**src/rtl/reg16_component_pkg.sv**
```systemverilog
// Shared datapath definitions.
// Keeps the register file, ALU and muxes agreed on the data word width and
// on the word every register returns to when reset.
package reg16_component_pkg;

  localparam int unsigned DATA_WIDTH = 16;

  localparam logic [DATA_WIDTH-1:0] DEFAULT_RESET_WORD = 16'h0000;

endpackage : reg16_component_pkg

```
**src/rtl/reg16_component_en_dff.sv**
```systemverilog
// Single-bit enable flip-flop with asynchronous active-high reset.
// Ports:
//   clock - rising-edge clock
//   reset - asynchronous, active-high; forces q to RESET_BIT immediately
//   d     - data bit to capture
//   en    - capture enable; 1 = load d on the next rising edge, 0 = hold
//   q     - stored bit, driven straight from the flop
module reg16_component_en_dff #(
  parameter logic RESET_BIT = 1'b0
) (
  input  logic clock,
  input  logic reset,
  input  logic d,
  input  logic en,
  output logic q
);

  // Storage bit: reset wins over any coincident edge, otherwise load-or-hold.
  always_ff @(posedge clock or posedge reset) begin
    if (reset) begin
      q <= RESET_BIT;
    end else if (en) begin
      q <= d;
    end else begin
      q <= q;
    end
  end

endmodule : reg16_component_en_dff

```
**src/rtl/reg16_component.sv**
```systemverilog
// General-purpose write-enabled datapath register.
// Captures `in` on the rising edge of `clock` when `write` is high, holds
// otherwise, and drives the stored word continuously on `out`. Because `out`
// comes only from flops, registers can be chained out->in on a shared clock
// with exactly one edge of lag per stage.
// Ports:
//   clock - system clock, all updates on its rising edge
//   reset - asynchronous, active-high; out = RESET_VALUE at once
//   in    - WIDTH-bit data word to capture
//   write - write enable; 1 = capture in at next rising edge
//   out   - WIDTH-bit stored word (no combinational path from in)
module reg16_component
  import reg16_component_pkg::*;
#(
  parameter int unsigned           WIDTH       = DATA_WIDTH,
  parameter logic [WIDTH-1:0]      RESET_VALUE = DEFAULT_RESET_WORD
) (
  input  logic             clock,
  input  logic             reset,
  input  logic [WIDTH-1:0] in,
  input  logic             write,
  output logic [WIDTH-1:0] out
);

  // One enable flop per bit; each bit picks up its own slice of RESET_VALUE.
  for (genvar i = 0; i < WIDTH; i++) begin : g_bit
    reg16_component_en_dff #(
      .RESET_BIT (RESET_VALUE[i])
    ) u_bit (
      .clock (clock),
      .reset (reset),
      .d     (in[i]),
      .en    (write),
      .q     (out[i])
    );
  end

endmodule : reg16_component

```
**config.mk**
```make
export PLATFORM = sky130hd
export DESIGN_NAME = reg16_component
export DESIGN_NICKNAME = d
export VERILOG_FILES = /design/src/rtl/reg16_component_pkg.sv /design/src/rtl/reg16_component_en_dff.sv /design/src/rtl/reg16_component.sv
export SDC_FILE = /design/constraint.sdc
export NUM_CORES = 1
export LEC_CHECK = 0
export ABC_CLOCK_PERIOD_IN_PS = 850
export CORE_MARGIN = 10
export CORE_UTILIZATION = 40
export DETAILED_ROUTE_END_ITERATION = 8
export PLACE_DENSITY = 0.8
export SYNTH_ARGS = -nofsm -noshare
export SYNTH_HDL_FRONTEND = slang
export SYNTH_SLANG_ARGS = --single-unit
```
**constraint.sdc**
```tcl
create_clock -name clock -period 0.85 [get_ports clock]
set_input_delay 0.085 -clock clock [delete_from_list [all_inputs] [get_ports clock]]
set_output_delay 0.085 -clock clock [all_outputs]
set_load 0.05 [all_outputs]
```
After elaboration in Yosys (flattened, before gate mapping)
Cells that the tools add are included.
{"block": "word_totals", "register_bits": 16, "latch_bits": 0, "ramBits": 0, "rom_bits": 0, "output_inout_bits": 16, "memories": 0}
{"block": "classes", "addsub": 0, "multipliers": 0, "div": 0, "magnitude_cmp": 0, "n_eq_ne": 0, "n_shift": 0, "mux": 0, "bitwise_logic": 0, "n_reduce_logical": 0}

Longest topological paths before layout
Gate-level depths: netlist (run 1).
{"block": "depth", "depth_word": 0, "ltp_mapped": 3, "mapped_depth_nobuf": 1}

Modules after synthesis
From an unflattened synthesis (run 1), not the netlist that was laid out.
{"block": "unflattened", "hier_cells": 48, "hier_area_um2": 700.7}
{"mod": "reg16_component_en_dff", "instances": 16, "cells_per_inst": 3, "area_each_um2": 43.8, "seq_area_each_um2": 25.0}

Worst setup path before layout (run 1)
Ideal clock, no wire load.
{"block": "synth_path", "path_kind": "input port to flip-flop", "from": "input port write", "to": "register g_bit[0].u_bit.q", "arrival_ps": 621, "required_ps": 725, "setup_slack_ps": 103, "cell_stages": 3, "path_cell_list": "buf_6 > buf_12 > mux2_4"}
{"element": "start, declared", "line": "reg16_component.sv:21", "rtl": "input logic write,"}
{"element": "end signal, assigned", "line": "reg16_component_en_dff.sv:25", "rtl": "q <= q;"}
{"element": "end, declared", "line": "reg16_component_en_dff.sv:15", "rtl": "output logic q"}
No word-level cell between the ends.

Worst setup path after layout (run 1)
{"block": "layout_path", "from": "register g_bit[0].u_bit.q", "to": "output port out[0]"}
{"element": "end, declared", "line": "reg16_component.sv:22", "rtl": "output logic [WIDTH-1:0] out"}
No word-level cell between the ends.

==> results of run 1 <==
==> worst min-delay path, stage by stage <==
cell	delay, ps
clkdlybuf4s50_1	410
inv_1	110
buf_12	160
==> logic make-up after synthesis <==
group | count (synthesis) | share of synthesized area (%)
flops | 16 | 51.78
buf+inv | 19 | 20.06
mux | 16 | 28.15
==> metal layers <==
metal	vias up	track usage, %	part of all wire (%)
met1	250	10.37	33
met3	6	5.226	7.1
met4	0	6.011	2.4
li1	236	-	-
met2	20	19.53	57
met5	-	0	0
==> cells in the mapped netlist (all sizes together) <==
cell type and instances:
buf 18, dfrtp 16, inv 1, mux2 16
==> final cells by class <==
type                       count  area, sq um  area share (%)
timing repair buffer          56        770.7           52.78
sequential                    16        400.4           27.42
multi-input combinational     16        217.7           14.91
clock buffer                   4        36.28           2.485
tap                           25        31.28           2.142
inverter                       1        3.754          0.2571
==> timing repair <==
item / in CTS / in global routing
resized for setup: 12 / 5
endpoints found under the hold margin: 0 / 0
endpoints found under the setup margin: 32 / 22
buffers inserted: 6 / 6
gates cloned: 1 / 0
==> metrics by stage <==
step | cells | utilization (%) | hold slack (ps) | cell area (sq um)
finish | 118 | 81.89 | 130.6 | 1460
CTS | 115 | 79.79 | 94.27 | 1423
detailed placement | 104 | 71.16 | 410.5 | 1269
floorplan | 51 | - | -1.261 | 773.2
global route | 118 | 81.89 | 131.5 | 1460
global placement | 104 | 71.16 | 404.2 | 1269
==> worst min path at each step <==
stage | end | start | depth (start not counted)
after CTS | g_bit[15].u_bit.q | reset | 3
after global routing | g_bit[5].u_bit.q | reset | 3
final | g_bit[5].u_bit.q | reset | 3
after floorplan | g_bit[0].u_bit.q | reset | 1
after global placement | g_bit[10].u_bit.q | reset | 3
after detailed placement | g_bit[0].u_bit.q | reset | 3
==> power breakdown <==
| group | switching (uW) | internal (uW) |
|---|---|---|
| clock | 247 | 261 |
| combinational | 444 | 642 |
| sequential | 81.5 | 837 |
==> layout by cell type (no fill, tap or decap) <==
cell,instances
buf_12,18
mux2_2,6
bufbuf_16,1
dlygate4sd2_1,1
clkbuf_8,1
buf_6,15
inv_1,1
mux2_4,10
buf_4,4
dfrtp_1,16
clkbuf_4,3
clkdlybuf4s50_1,17
==> flow_summary.yaml, run 1 <==
worst_setup_path:
  crit_chain: "buf_6 -> buf_12"
  rr_endpoint: "g_bit[2].u_bit.q"
  r2r_setup_slack_ps: -90
  ff2ff_path_depth: 2
  worst_ep_required_time_ps: 760
  crit_path_end: "out[0]"
  crit_path_max_incr_delay_ps: 420
  cp-end-kind: "output pin"
  crit_family: "flip-flops"
  crit_slowest_cell: "dfrtp_1"
  crit_path_start: "g_bit[0].u_bit.q"
  start_kind: "register"
  crit_fanout: 2
  path_class: "reg -> out"
  crit_cells: 2
  reg2reg_from: "g_bit[2].u_bit.q"
  path_buf_inv: 2
  worstPathArrival_ps: 980
die:
  dieArea_sq_mm: 0.004092
  num_io_pins: 35
  die_h_microns: 63.97
  core_sq_mm: 0.001783
  start_util_pct: 43.37
  die_x_microns: 63.97
  rows: 15
clock_tree:
  clkSlewWorstSetupHoldPaths_ps: 100
  clockRootBuffer: "clkbuf_4"
  clkSinkCount: 16
  clock_latency_ps: 290
  cts_hold_buf: 0
  clock_path_buffers: 2
  cts_buffers: 3
  cts_tree: "built"
  htreeDepth: 1
logic_synthesis:
  ys_seq_elements: 16
  synth_area_per_cell_sq_um: 15.16
  syn_area_sq_um: 773.2
  synth_top_area_share_pct: 51.78
  postSynthCellCount: 51
  synth_cell_types: 7
  yosysSeqAreaShare_pct: 51.78
  synthesis.yosys.warnings: 0
  synth.top_cells.by_area: "dfrtp_1 (52%), mux2_4 (19%), buf_4 (16%), mux2_2 (8.7%), buf_12 (2.6%)"
  syn_nets: 70
  synth_top_cell_by_area: "dfrtp_1"
run:
  drv_cap: 0
cells_and_area:
  diodes: 0
  area_growth_pct: 88.83
  top_register: "g_bit.u_bit.q"
  nets: 113
  reg_top3: "g_bit.u_bit.q x16"
  layout-drive-gt1-share_pct: 62.37
  fillers: 90
  largest_reg_flops: 16
pwr:
  pwr_density_cell_mw_per_mm2: 1721
  finalPower_uw: 2513
  leakage_uw: 0.0006892
  irDropWorstVdd_v: 0.001344
sta:
  final-hold-violation-count: 0
  fin_setup_tns_ps: -3198
  rsz0062_at_grt: "yes"
  skew_ps: 0
  slew_headroom_pct: 89.59
  worstMarginPinSlew_ps: 156.1
  finalCriticalPeriod_ps: 1070
  post-route-period-util_pct: 125.9
  max_freq_mhz: 934.8
  setup_viol: 26
  slew_violations: 0
  timing.final.ws_setup_ps: -219.8
route:
  wl_per_cell_microns: 19.25
  viasPerCell: 4.339
  routed_wl_microns: 2271
  num_vias: 512
  drtIter0Drc: 4
  drc: 0
  antenna_left: 0
  drtPass1Iterations: 3
global_route:
  grt_max_degree: 17
  grt_pass1_wl_microns: 3415
  grt_pass1_vias: 620
  grt-ovfl-total: 0
  antenna_found_initial: 0
  grt.total_usage_pct: 11.08
placement:
  io_buffers: 34
  post-place-ws_ps: -407.3
  dpl.hpwl_microns: 1414
  gp_congestion: 0.6228
outcome:
  status: "complete, but fails checks"
  violations: "negative setup slack"
hold_path:
  min_path_type: "in -> async"
(Power assumes the default switching activity.)
==> inputs of run 2 (changes only) <==
- HOLD_SLACK_MARGIN: not set -> 0.03
==> results of run 2 <==
The final DEF is identical to that of run 1; final timing and power are the same.
==> inputs of run 3 (changes only) <==
- CORE_MARGIN: 10 -> not set
==> run 3 against run 2 <==
Net effect:
- the run still ends with negative setup slack left
- cell count is 4.2% lower
- maximum frequency grew 1.7%
- clock skew did not move
- highest routed layer is now met3
- critical endpoint unchanged
- sequential share of layout area up 0.95 points
- clock power decreased by 1%
- die area shrank 48%
- flip-flop and latch count unchanged
- count of clock-buffer cells in the layout did not move
- design area decreased by 3.3%
- via count is 5.3% lower
- critical path depth unchanged
- global-route usage grew 7.0 points
==> flow_summary.yaml, run 3 (synthesis results as in run 1) <==
route:
  viasPerCell: 4.292
  wl_per_cell_microns: 14.03
  antenna_left: 0
  num_vias: 485
  drtIter0Drc: 2
  routed_wl_microns: 1585
  drtPass1Iterations: 2
  drc: 0
clock_tree:
  clock_latency_ps: 280
  clockRootBuffer: "clkbuf_4"
  cts_hold_buf: 0
  clock_path_buffers: 2
  clkSlewWorstSetupHoldPaths_ps: 90
  cts_buffers: 3
  cts_tree: "built"
  htreeDepth: 1
  clkSinkCount: 16
sta:
  post-route-period-util_pct: 123.7
  rsz0062_at_grt: "yes"
  setup_viol: 23
  finalCriticalPeriod_ps: 1051
  slew_headroom_pct: 89.15
  final-hold-violation-count: 0
  worstMarginPinSlew_ps: 162.8
  timing.final.ws_setup_ps: -201.5
  skew_ps: 0
  max_freq_mhz: 951.0
  slew_violations: 0
cells_and_area:
  fillers: 110
  reg_top3: "g_bit.u_bit.q x16"
  ff_latch_area_sq_um: 400.4
  area_growth_pct: 82.52
  layout_common_cells: "buf_12 (18), clkdlybuf4s50_1 (17), dfrtp_1 (16)"
  multi_input_area_sq_um: 221.5
  layout-drive-gt1-share_pct: 60.23
  diodes: 0
  nets: 108
  post_layout_nonfiller_instances: 113
  final_common_cell: "buf_12"
  top_register: "g_bit.u_bit.q"
  largest_reg_flops: 16
die:
  start_util_pct: 43.83
  dieArea_sq_mm: 0.002113
  die_h_microns: 45.97
  die_x_microns: 45.97
  core_sq_mm: 0.001764
  num_io_pins: 35
  rows: 15
global_route:
  grt_pass1_wl_microns: 2532
  grt.total_usage_pct: 18.08
  grt_pass1_vias: 524
  antenna_found_initial: 0
  grt_max_degree: 17
  grt-ovfl-total: 0
worst_setup_path:
  path_class: "reg -> out"
  crit_cells: 2
  crit_chain: "buf_6 -> buf_12"
  crit_slowest_cell: "dfrtp_1"
  crit_path_max_incr_delay_ps: 420
  cp-end-kind: "output pin"
  crit_family: "flip-flops"
  r2r_setup_slack_ps: -80
  worstPathArrival_ps: 970
  start_kind: "register"
  worst_ep_required_time_ps: 760
  ff2ff_path_depth: 2
  crit_fanout: 2
  path_buf_inv: 2
placement:
  dp_cells: 107
  post-place-ws_ps: -387.9
  gp_congestion: 0.6854
  io_buffers: 34
  dpl.hpwl_microns: 1073
pwr:
  irDropWorstVdd_v: 0.001256
  leakage_uw: 0.0006645
  pwr_density_cell_mw_per_mm2: 1730
run:
  drv_cap: 0
hold_path:
  min_path_type: "in -> async"
outcome:
  violations: "negative setup slack"
  status: "complete, but fails checks"
==> run 3: cell type report <==
class,instances,area share (%)
Clock buffer,4,2.571
Inverter,1,0.2660
Multi-Input combinational cell,16,15.69
Sequential cell,16,28.37
Tap cell,25,2.216
Timing Repair Buffer,51,50.89
==> run 3: per-stage QoR <==
step | power, uW | hold slack [ps] | instance area, sq um | utilization, % | setup TNS [ps]
finish | 2442 | 93.45 | 1411 | 80.00 | -2717
CTS | 2487 | 96.71 | 1453 | 82.34 | -2958
global route | 2543 | 118.0 | 1411 | 80.00 | -3432
floorplan | 1427 | -1.261 | 773.2 | - | 0
detailed placement | 1886 | 408.9 | 1291 | 73.19 | -5755
global placement | 1870 | 404.5 | 1291 | 73.19 | -5608
==> run 3: power by group <==
part	internal, uW	leakage, uW	switching (uW)	total, uW
Sequential	837	0.000187	80.5	918
Clock	261	0.0000210	241	502
Combinational	605	0.000456	418	1020
Total	1700	0.000664	739	2440
==> run 3: tightest hold or removal path: cells and delay by family <==
kind	cells	cell delay, ps
buffers and inverters	3	630
==> run 3: per-layer routing <==
layer	routed length (microns)	GRT usage, %	part of all wire [%]	vias to the layer above
li1	-	-	-	226
met1	621	22.81	39	236
met2	897	31.83	57	23
met3	67	3.571	4.2	0
met4	0	3.529	0	0
met5	0	0	0	-
==> run 3: path summary, 6_finish.rpt <==
| path | startpoint | end |
|---|---|---|
| min reg2reg | g_bit[10].u_bit.q | g_bit[10].u_bit.q |
| max | g_bit[0].u_bit.q | out[0] |
| max reg2reg | g_bit[7].u_bit.q | g_bit[7].u_bit.q |
| min | reset | g_bit[10].u_bit.q |
| min in group clock | write | g_bit[4].u_bit.q |
| max in group asynchronous | reset | g_bit[6].u_bit.q |
==> run 3: timing repair <==
| action | in CTS | in global routing |
|---|---|---|
| gates cloned | 1 | 0 |
| pin swaps | 0 | 0 |
| gates resized for setup | 16 | 4 |
| setup endpoints to repair | 32 | 21 |
| buffers inserted | 5 | 4 |
